<file path="config.mk">
export PLATFORM = sky130hd
export DESIGN_NAME = sfa_vop
export DESIGN_NICKNAME = d
export VERILOG_FILES = /design/src/rtl/sfa_pkg.sv /design/src/rtl/sfa_fifo2.sv /design/src/rtl/sfa_vop.sv
export SDC_FILE = /design/constraint.sdc
export NUM_CORES = 2
export LEC_CHECK = 0
export CAP_MARGIN = 20
export CORE_AREA = 2 2 287 289
export CTS_BUF_LIST = sky130_fd_sc_hd__clkbuf_8
export CTS_CLUSTER_SIZE = 12
export DETAILED_ROUTE_END_ITERATION = 8
export DIE_AREA = 0 0 289 291
export SLEW_MARGIN = 20
export SYNTH_ARGS = -nofsm -noshare
export SYNTH_HDL_FRONTEND = slang
export SYNTH_HIERARCHICAL = 1
export SYNTH_SLANG_ARGS = --single-unit
</file>
<file path="constraint.sdc">
create_clock -name ACLK -period 6.4 [get_ports ACLK]
set_input_delay 1.92 -clock ACLK [delete_from_list [all_inputs] [get_ports ACLK]]
set_output_delay 1.92 -clock ACLK [all_outputs]
set_load 0.01 [all_outputs]
</file>
<file path="src/rtl/sfa_pkg.sv">
// sfa_pkg: shared types and defaults for the SFA stream stages.
//   - sfa_state_e : one-hot control FSM encoding (IDLE/RUN/DRAIN/DONE)
//   - vop_op_e    : element-wise operator codes driven on the OP port
//   - DATA_W_DEF / CNT_W_DEF : default data and element-counter widths
package sfa_pkg;

    localparam int DATA_W_DEF = 32;
    localparam int CNT_W_DEF  = 24;

    typedef enum logic [3:0] {
        ST_IDLE  = 4'b0001,
        ST_RUN   = 4'b0010,
        ST_DRAIN = 4'b0100,
        ST_DONE  = 4'b1000
    } sfa_state_e;

    typedef enum logic [1:0] {
        VOP_ADD = 2'd0,
        VOP_SUB = 2'd1,
        VOP_MUL = 2'd2,
        VOP_MAX = 2'd3
    } vop_op_e;

endpackage

</file>
<file path="src/rtl/sfa_fifo2.sv">
// sfa_fifo2: 2-entry synchronous FIFO for SFA stream stages.
//   ACLK/ARESETN : clock, async active-low reset
//   push/din     : write strobe and data (ignored when full)
//   pop          : read strobe (ignored when empty)
//   dout         : head entry, straight from a register
//   full/empty   : occupancy flags, decoded from the count register
module sfa_fifo2 #(
    parameter int W = 32
) (
    input  logic         ACLK,
    input  logic         ARESETN,
    input  logic         push,
    input  logic [W-1:0] din,
    input  logic         pop,
    output logic [W-1:0] dout,
    output logic         full,
    output logic         empty
);

    // Shift-style storage: head_q is always the oldest entry so dout needs
    // no read mux.
    logic [W-1:0] head_q, tail_q;
    logic [1:0]   cnt_q;
    logic         do_push, do_pop;

    assign full    = (cnt_q == 2'd2);
    assign empty   = (cnt_q == 2'd0);
    assign do_push = push && !full;
    assign do_pop  = pop && !empty;
    assign dout    = head_q;

    always_ff @(posedge ACLK or negedge ARESETN) begin
        if (!ARESETN) begin
            head_q <= '0;
            tail_q <= '0;
            cnt_q  <= 2'd0;
        end else begin
            case ({do_push, do_pop})
                2'b10: begin
                    if (cnt_q == 2'd0) head_q <= din;
                    else               tail_q <= din;
                    cnt_q <= cnt_q + 2'd1;
                end
                2'b01: begin
                    head_q <= tail_q;
                    cnt_q  <= cnt_q - 2'd1;
                end
                2'b11: begin
                    // Count is unchanged; with one entry the new word
                    // replaces the departing head directly.
                    if (cnt_q == 2'd1) begin
                        head_q <= din;
                    end else begin
                        head_q <= tail_q;
                        tail_q <= din;
                    end
                end
                default: ;
            endcase
        end
    end

endmodule

</file>
<file path="src/rtl/sfa_vop.sv">
// sfa_vop: streaming element-wise binary operator (R = A op B).
//   ACLK/ARESETN        : clock, async active-low reset
//   sA_* / sB_*         : operand AXI-Stream inputs, consumed as pairs
//   mR_*                : result AXI-Stream output (2-entry FIFO buffered)
//   ap_start/done/idle  : run control; one run = SIZE elements
//   OP                  : 0 add, 1 sub (A-B), 2 mul low bits, 3 signed max
//   SIZE                : element count, latched with OP at start
module sfa_vop
    import sfa_pkg::*;
#(
    parameter int DATA_W = DATA_W_DEF,
    parameter int CNT_W  = CNT_W_DEF
) (
    input  logic              ACLK,
    input  logic              ARESETN,
    output logic              sA_tready,
    input  logic              sA_tvalid,
    input  logic [DATA_W-1:0] sA_tdata,
    output logic              sB_tready,
    input  logic              sB_tvalid,
    input  logic [DATA_W-1:0] sB_tdata,
    input  logic              mR_tready,
    output logic              mR_tvalid,
    output logic [DATA_W-1:0] mR_tdata,
    input  logic              ap_start,
    output logic              ap_done,
    output logic              ap_idle,
    input  logic [1:0]        OP,
    input  logic [CNT_W-1:0]  SIZE
);

    sfa_state_e        state, state_nxt;
    vop_op_e           op_q;
    logic [CNT_W-1:0]  size_q, in_cnt, out_cnt, in_cnt_nxt, out_cnt_nxt;
    logic              in_rdy, in_fire, out_fire, fifo_full, fifo_empty;
    logic [DATA_W-1:0] res;

    // Readies come only from registered state, so a lone valid on one
    // stream can never leak a handshake on the other.
    assign in_rdy    = (state == ST_RUN) && !fifo_full && (in_cnt != size_q);
    assign sA_tready = in_rdy;
    assign sB_tready = in_rdy;
    assign in_fire   = in_rdy && sA_tvalid && sB_tvalid;

    assign mR_tvalid = !fifo_empty;
    assign out_fire  = mR_tvalid && mR_tready;

    assign in_cnt_nxt  = in_cnt + CNT_W'(in_fire);
    assign out_cnt_nxt = out_cnt + CNT_W'(out_fire);

    assign ap_done = (state == ST_DONE);
    assign ap_idle = (state == ST_IDLE);

    always_comb begin
        res = '0;
        case (op_q)
            VOP_ADD: res = sA_tdata + sB_tdata;
            VOP_SUB: res = sA_tdata - sB_tdata;
            VOP_MUL: res = sA_tdata * sB_tdata;
            VOP_MAX: res = ($signed(sA_tdata) > $signed(sB_tdata)) ? sA_tdata : sB_tdata;
            default: res = '0;
        endcase
    end

    sfa_fifo2 #(.W(DATA_W)) u_ofifo (
        .ACLK    (ACLK),
        .ARESETN (ARESETN),
        .push    (in_fire),
        .din     (res),
        .pop     (out_fire),
        .dout    (mR_tdata),
        .full    (fifo_full),
        .empty   (fifo_empty)
    );

    // Transitions look at next-count values so DONE lands the cycle right
    // after the final output handshake.
    always_comb begin
        state_nxt = state;
        case (state)
            ST_IDLE:  if (ap_start) state_nxt = (SIZE == '0) ? ST_DONE : ST_RUN;
            ST_RUN:   if (in_cnt_nxt == size_q) state_nxt = ST_DRAIN;
            ST_DRAIN: if (out_cnt_nxt == size_q) state_nxt = ST_DONE;
            ST_DONE:  state_nxt = ST_IDLE;
            default:  state_nxt = ST_IDLE;
        endcase
    end

    always_ff @(posedge ACLK or negedge ARESETN) begin
        if (!ARESETN) begin
            state   <= ST_IDLE;
            op_q    <= VOP_ADD;
            size_q  <= '0;
            in_cnt  <= '0;
            out_cnt <= '0;
        end else begin
            state <= state_nxt;
            if (state == ST_IDLE) begin
                if (ap_start) begin
                    op_q    <= vop_op_e'(OP);
                    size_q  <= SIZE;
                    in_cnt  <= '0;
                    out_cnt <= '0;
                end
            end else begin
                in_cnt  <= in_cnt_nxt;
                out_cnt <= out_cnt_nxt;
            end
        end
    end

endmodule

</file>
# --- Word-level counts from Yosys, hierarchy flattened ---
# Index checks and enable logic that the tools add are counted.
word_totals:
  regBits: 144
  input_bits: 96
  out_inout_bits: 37
  word_cells: 73
classes:
  n_addsub: 6
  n_mul: 1
  n_lt_le_gt_ge: 1
  eq_ne: 21
  mux: 17
  reduce_logical: 19
ops:
  columns: ["cell", "n"]
  rows:
  - ["$mux W32", 5]
  - ["$pmux W32 S4", 1]
  - ["$pmux W32 S3", 1]
  - ["$mux W24", 3]
  - ["$pmux W32 S2", 1]
  - ["$add A24 B1 Y24", 2]
  - ["$eq A24 B24 Y1", 2]
  - ["$add A32 B32 Y32", 1]
  - ["$gt A32 B32 Y1", 1]
  - ["$mul A32 B32 Y32", 1]
  - ["$sub A32 B32 Y32", 1]
  - ["$logic_not A24 Y1", 1]
  - ["$ne A24 B24 Y1", 1]
  - ["$mux W4", 4]
  - ["$pmux W4 S3", 1]
  - ["$eq A2 B2 Y1 const B", 5]
  - ["$ne A2 B2 Y1 const B", 4]
  - ["$logic_and A1 B1 Y1", 7]
  - ["$eq A2 B1 Y1 const B", 3]
  - ["$reduce_and A3 Y1", 2]
  - ["$eq A4 B1 Y1 const B", 1]
  - ["$eq A4 B2 Y1 const B", 1]
  - ["$eq A4 B3 Y1 const B", 1]
  - ["$eq A4 B4 Y1 const B", 1]
  - ["9 further kinds", 14]

# --- Depth between registers and ports, before layout ---
logic_depth:
  ltp_word: 10
  depth_mapped: 30
  ltp_nobuf: 28

# --- Modules after synthesis ---
# The synthesis kept the hierarchy.
by_module_without_submodules:
  columns: ["mod", "instances", "cells_per_inst", "area_each_um2", "seq_area_each_um2"]
  rows:
  - ["sfa_vop", 1, 2959, 24905.1, 1953.1]
  - ["sfa_fifo2", 1, 280, 3145.5, 1651.6]

# --- Least setup slack after synthesis ---
# OpenSTA, ideal clock, no wires.
synth_path:
  kind: "input-to-reg"
  start: "in sB_tdata[2]"
  end: "reg u_ofifo.tail_q[31]"
  setup_ns: 0.125
  arrival_ns: 9.014
  t_required_ns: 6.275
  slack_ns: -2.739
  stages: 27
  n_path_buf: 2
  path_cell_list: "clkbuf_1 > clkbuf_1 > and2_1 > fa_1 > inv_1 > fa_1 > fa_1 > fa_1 > inv_1 > fa_1 > inv_1 > fa_1 > inv_1 > fa_1 > fa_1 > ha_1 > a21oi_1 > a21oi_1 > a211o_1 > a2111oi_1 > o41ai_1 > or4_1 > a31oi_1 > xnor2_1 > o211ai_1 > o21ai_0 > mux2_2"
synth_between:
  elab_chain_len: 5
  word_cells_on_any_way: 9
  classes_between: "add/sub (2); mul (1); order compare (1); mux (5)"
synth_lines:
  columns: ["item", "line", "text"]
  rows:
  - ["start, declared", "sfa_vop.sv:21", "input logic [DATA_W-1:0] sB_tdata,"]
  - ["branches (longest 2 deep; another with $mul A32 B32 Y32)", null, null]
  - ["$pmux W32 S4 (*)", "sfa_vop.sv:56", "case (op_q)"]
  - ["via res[31]", "sfa_vop.sv:36", "logic [DATA_W-1:0] res;"]
  - ["$mux W32 (on tied branches)", "sfa_fifo2.sv:51, sfa_fifo2.sv:40", null]
  - ["$pmux W32 S2 (*)", "sfa_fifo2.sv:38", "case ({do_push, do_pop})"]
  - ["end signal, assigned", "sfa_fifo2.sv:41", "else tail_q <= din;"]
  - ["end signal, assigned", "sfa_fifo2.sv:55", "tail_q <= din;"]
  - ["end, declared", "sfa_fifo2.sv:22", "logic [W-1:0] head_q, tail_q;"]
# Mark *: on every way through the listed nets, which the timed path passes. The select of a mux whose other input is x is not followed.
# A chain may end at the register's enable or synchronous reset.

# --- Final worst setup path ---
layout_path:
  start: "in sB_tdata[3]"
  end: "reg u_ofifo.tail_q[31]"
# Same word-level chain as after synthesis.

==> impl_metrics.prom <==
# TYPE chip_impl_metric gauge
chip_impl_metric{name="post_drt_wl_per_cell",unit="µm"} 20.2
chip_impl_metric{name="synth_simple_gate_area_share",unit=""} 0.180
chip_impl_metric{name="via_per_inst",unit=""} 5.18
chip_impl_metric{name="clock_path_buffers",unit=""} 2
chip_impl_metric{name="drc_violation_total_after_the_first_tritonroute_iteration",unit=""} 1798
chip_impl_metric{name="clock_tree.htree_level_count",unit=""} 4
chip_impl_metric{name="final-max-slew-violation-count",unit=""} 0
chip_impl_info{name="synth_top_area_cell",value="sky130_fd_sc_hd__fa_1"} 1
chip_impl_metric{name="detailed_router_iteration_count_before_antenna_repair",unit=""} 6
chip_impl_metric{name="ff_latch_count_synth",unit=""} 144
chip_impl_metric{name="synth.yosys.seq_area_share",unit=""} 0.129
chip_impl_metric{name="synth_compound_area_frac",unit=""} 0.122
chip_impl_metric{name="synth_fp_nets",unit=""} 3941
chip_impl_info{name="cts_root_buf",value="sky130_fd_sc_hd__clkbuf_8"} 1
chip_impl_metric{name="max_cap_violations",unit=""} 0
chip_impl_metric{name="clock_insertion_delay_worst_skew",unit="ns"} 0.49
chip_impl_metric{name="gp_congestion",unit=""} 0.913
chip_impl_metric{name="routedLengthMet1",unit="mm"} 42.0
chip_impl_metric{name="final_hold_viol_count",unit=""} 0
chip_impl_metric{name="met3_wirelength_from_detailed_routing",unit="mm"} 5.97
chip_impl_info{name="highest_layer",value="met4"} 1
chip_impl_metric{name="grt_usage",unit=""} 0.227
chip_impl_info{name="rsz0062_at_grt",value="yes"} 1
chip_impl_metric{name="detail_route.wirelength",unit="mm"} 94.3
chip_impl_metric{name="timing.final.ws_setup",unit="ns"} -2.25
chip_impl_info{name="clock_tree_from_tritoncts",value="done"} 1
chip_impl_metric{name="synth_cell_types",unit=""} 91
chip_impl_metric{name="floorplan.io_pins",unit=""} 133
chip_impl_metric{name="synth_top_area_share",unit=""} 0.293
chip_impl_metric{name="io_buffer_count",unit=""} 132
chip_impl_info{name="ys_top_cells_by_area",value="sky130_fd_sc_hd__fa_1 (29%), sky130_fd_sc_hd__dfrtp_1 (13%), sky130_fd_sc_hd__ha_1 (8.7%)"} 1
chip_impl_metric{name="initial_core_util",unit=""} 0.345
chip_impl_metric{name="clock_buffers_created_by_tritoncts",unit=""} 17
chip_impl_metric{name="core_area",unit="mm²"} 0.0812
chip_impl_metric{name="die-width",unit="µm"} 289
chip_impl_info{name="min_path_type",value="reg -> reg"} 1
chip_impl_metric{name="clock_sink_count",unit=""} 144
chip_impl_metric{name="share_of_the_synthesized_netlist_area_taken_by_xor_and_xnor_gates",unit=""} 0.0586
chip_impl_metric{name="syn-mean-instance-area",unit="µm²"} 8.66
chip_impl_metric{name="max-slew-margin-rel",unit=""} 0.292
chip_impl_info{name="synthMostInstantiatedCell",value="sky130_fd_sc_hd__inv_1"} 1
chip_impl_metric{name="route.antenna.remaining_nets",unit=""} 0
chip_impl_metric{name="synth-edff-count",unit=""} 0
chip_impl_info{name="critical_path.startpoint_type",value="input port"} 1
chip_impl_info{name="critical_path_class",value="in -> reg"} 1
chip_impl_info{name="crit_path_end_kind",value="flop"} 1
chip_impl_metric{name="fp.dieArea",unit="mm²"} 0.0841
chip_impl_metric{name="synth_mux_area_frac",unit=""} 0.0403
chip_impl_metric{name="postSynthCellCount",unit=""} 3239
chip_impl_metric{name="layout-area-overhead-vs-synth",unit="%"} 24.5
chip_impl_metric{name="worst-endpoint-arrival",unit="ns"} 9.02
chip_impl_metric{name="grt_pass1_wl",unit="mm"} 148
chip_impl_info{name="outcome",value="finished with violations"} 1
chip_impl_metric{name="hold_slack",unit="ns"} 0.515
chip_impl_metric{name="drive_gt1_frac",unit=""} 0.207
chip_impl_metric{name="num_antenna_cells",unit=""} 0
chip_impl_metric{name="finalSetupViolCount",unit=""} 48
chip_impl_info{name="postSynth.topFlopCell",value="sky130_fd_sc_hd__dfrtp_1"} 1
chip_impl_metric{name="final_cell_count_no_fill",unit=""} 4670
chip_impl_metric{name="maximum_fanout_count_along_the_critical_path",unit=""} 6
chip_impl_metric{name="hpwlAfterDp",unit="mm"} 76.6
chip_impl_metric{name="fmax",unit="MHz"} 116
chip_impl_metric{name="postLayoutCoreUtil",unit=""} 0.430
chip_impl_metric{name="yosysWarnings",unit=""} 6
chip_impl_metric{name="finish.net_count",unit=""} 4289
chip_impl_metric{name="finalCriticalPeriod",unit="ns"} 8.65
chip_impl_info{name="main_combinational_cell_family_by_area_after_synthesis",value="adder cells"} 1
chip_impl_metric{name="floorplan.die.height",unit="µm"} 291
chip_impl_metric{name="dr_total_vias",unit=""} 24200
chip_impl_metric{name="clk_transition_reported_paths",unit="ns"} 0.08
chip_impl_metric{name="grt.overflow.total",unit=""} 0
chip_impl_metric{name="floorplan.rows",unit=""} 105
chip_impl_metric{name="placedCellCount",unit=""} 4593
chip_impl_metric{name="worst_clk_skew",unit="ns"} 0.0200
chip_impl_metric{name="grt_antenna_before_repair",unit=""} 0
chip_impl_metric{name="wl_met2",unit="mm"} 43.0
chip_impl_metric{name="transition_time_at_the_pin_with_the_least_slew_margin",unit="ns"} 1.06
chip_impl_metric{name="grt_pass1_vias",unit=""} 25400
chip_impl_metric{name="number_of_design_rule_violations_left_after_detail_routing",unit=""} 0
chip_impl_metric{name="synthAdderAreaFrac",unit=""} 0.380
chip_impl_metric{name="worst_ep_required_time",unit="ns"} 6.77
chip_impl_info{name="ys_top_cells_by_count",value="sky130_fd_sc_hd__inv_1 (450), sky130_fd_sc_hd__fa_1 (410), sky130_fd_sc_hd__nand2_1 (321), sky130_fd_sc_hd__and2_1 (264), sky130_fd_sc_hd__ha_1 (196)"} 1
chip_impl_metric{name="synth.cell_area",unit="mm²"} 0.0281
chip_impl_metric{name="grt_start_max_net_pins",unit=""} 97
chip_impl_info{name="violations",value="negative setup slack"} 1
chip_impl_metric{name="postSynth.asyncResetShare",unit=""} 1.00
chip_impl_metric{name="post-route-period-util",unit=""} 1.35
==> per-stage QoR <==
step / setup TNS, ns / setup WS (ns) / area (µm²)
finish: -75.60 / -2.25 / 34900
global route: -85.14 / -2.44 / 34900
CTS: -74.63 / -2.22 / 34400
detailed placement: -127.87 / -3.23 / 33000
global placement: -126.06 / -3.17 / 33000
floorplan: -71.79 / -2.39 / 28300
==> critical path, stage by stage <==
cell and delay, ns:
sky130_fd_sc_hd__buf_12 0.12, sky130_fd_sc_hd__buf_4 0.13, sky130_fd_sc_hd__and2_1 0.16, sky130_fd_sc_hd__fa_1 0.50, sky130_fd_sc_hd__inv_1 0.05, sky130_fd_sc_hd__fa_1 0.50
sky130_fd_sc_hd__fa_1 0.44, sky130_fd_sc_hd__fa_1 0.51, sky130_fd_sc_hd__inv_1 0.05, sky130_fd_sc_hd__fa_1 0.47, sky130_fd_sc_hd__fa_1 0.56, sky130_fd_sc_hd__fa_1 0.42
sky130_fd_sc_hd__fa_1 0.55, sky130_fd_sc_hd__ha_4 0.24, sky130_fd_sc_hd__nand2_4 0.07, sky130_fd_sc_hd__nor2_4 0.05, sky130_fd_sc_hd__a211o_1 0.31, sky130_fd_sc_hd__a2111oi_4 0.32
sky130_fd_sc_hd__buf_4 0.18, sky130_fd_sc_hd__o41ai_4 0.08, sky130_fd_sc_hd__or4_1 0.42, sky130_fd_sc_hd__a31oi_1 0.21, sky130_fd_sc_hd__xnor2_1 0.09, sky130_fd_sc_hd__o211ai_1 0.22
sky130_fd_sc_hd__o21ai_1 0.14, sky130_fd_sc_hd__mux2_4 0.29
==> logic make-up after synthesis <==
family	count (synthesis)
AO/OA/AOI/OAI	535
AND/OR/NAND/NOR	1008
buffers and inverters	659
XOR/XNOR	186
multiplexers	101
flip-flops	144
adder cells (fa/ha/maj)	606
==> state kept, by name, summed over array words and instances, names as in the netlist <==
register,cells
in_cnt,24
op_q,2
out_cnt,24
size_q,24
state,4
u_ofifo/cnt_q,2
u_ofifo/dout,32
u_ofifo/tail_q,32
==> layout make-up <==
type                            instances  area, µm²
Multi-Input combinational cell       2436      22900
Timing Repair Buffer                  533       4970
Fill cell                            8019      46300
Inverter                              455       1710
Clock buffer                           18        248
Tap cell                             1070       1340
Sequential cell                       144       3610
Clock inverter                         14        106
==> cells in the final DEF (no fill, tap or decap), types with 18 or more instances in the layout <==
master and n:
sky130_fd_sc_hd__a21o_1 31, sky130_fd_sc_hd__a21oi_1 83, sky130_fd_sc_hd__a31oi_1 56, sky130_fd_sc_hd__and2_1 237, sky130_fd_sc_hd__and2_4 29, sky130_fd_sc_hd__and3_1 23, sky130_fd_sc_hd__buf_12 29, sky130_fd_sc_hd__buf_4 315
sky130_fd_sc_hd__buf_6 59, sky130_fd_sc_hd__clkbuf_8 18, sky130_fd_sc_hd__clkdlybuf4s50_1 86, sky130_fd_sc_hd__dfrtp_1 141, sky130_fd_sc_hd__fa_1 377, sky130_fd_sc_hd__fa_2 33, sky130_fd_sc_hd__ha_1 156, sky130_fd_sc_hd__ha_4 31
sky130_fd_sc_hd__inv_1 425, sky130_fd_sc_hd__inv_2 27, sky130_fd_sc_hd__mux2_2 53, sky130_fd_sc_hd__mux2i_1 32, sky130_fd_sc_hd__nand2_1 313, sky130_fd_sc_hd__nand3_1 49, sky130_fd_sc_hd__nand4_1 20, sky130_fd_sc_hd__nor2_1 158
sky130_fd_sc_hd__nor3_1 66, sky130_fd_sc_hd__o211ai_1 61, sky130_fd_sc_hd__o21ai_0 143, sky130_fd_sc_hd__o21ai_1 21, sky130_fd_sc_hd__o31ai_1 23, sky130_fd_sc_hd__xnor2_1 125, sky130_fd_sc_hd__xor2_1 52
==> metal layers <==
metal  vias up  GRT usage
met5         -          0
met4         0     0.0797
met3       166     0.0390
met2       815      0.364
met1     12100      0.307
li1      11200          -
==> timing repair <==
item,in CTS,in global routing
hold buffers,0,0
resized for setup,318,156
endpoints found under the setup margin,52,52
setup buffers,32,27
gates cloned,2,0
pin swaps,75,118
==> path summary, 6_finish.rpt <==
check | from | end | slack (ns) | cells after the start
setup / recovery | sB_tdata[3] | u_ofifo/tail_q[31] | -2.25 | 26
min in group asynchronous | ARESETN | u_ofifo/dout[5] | 1.43 | 1
hold / removal | u_ofifo/cnt_q[0] | u_ofifo/cnt_q[0] | 0.52 | 1
hold reg to reg | u_ofifo/cnt_q[0] | u_ofifo/cnt_q[0] | 0.52 | 1
setup reg to reg | size_q[16] | state[1] | 1.23 | 18
max in group asynchronous | ARESETN | in_cnt[6] | 3.89 | 2
Power is left out: the tool's default activity adds up to more than one toggle a clock period on the data nets, which glitch-free logic cannot reach.
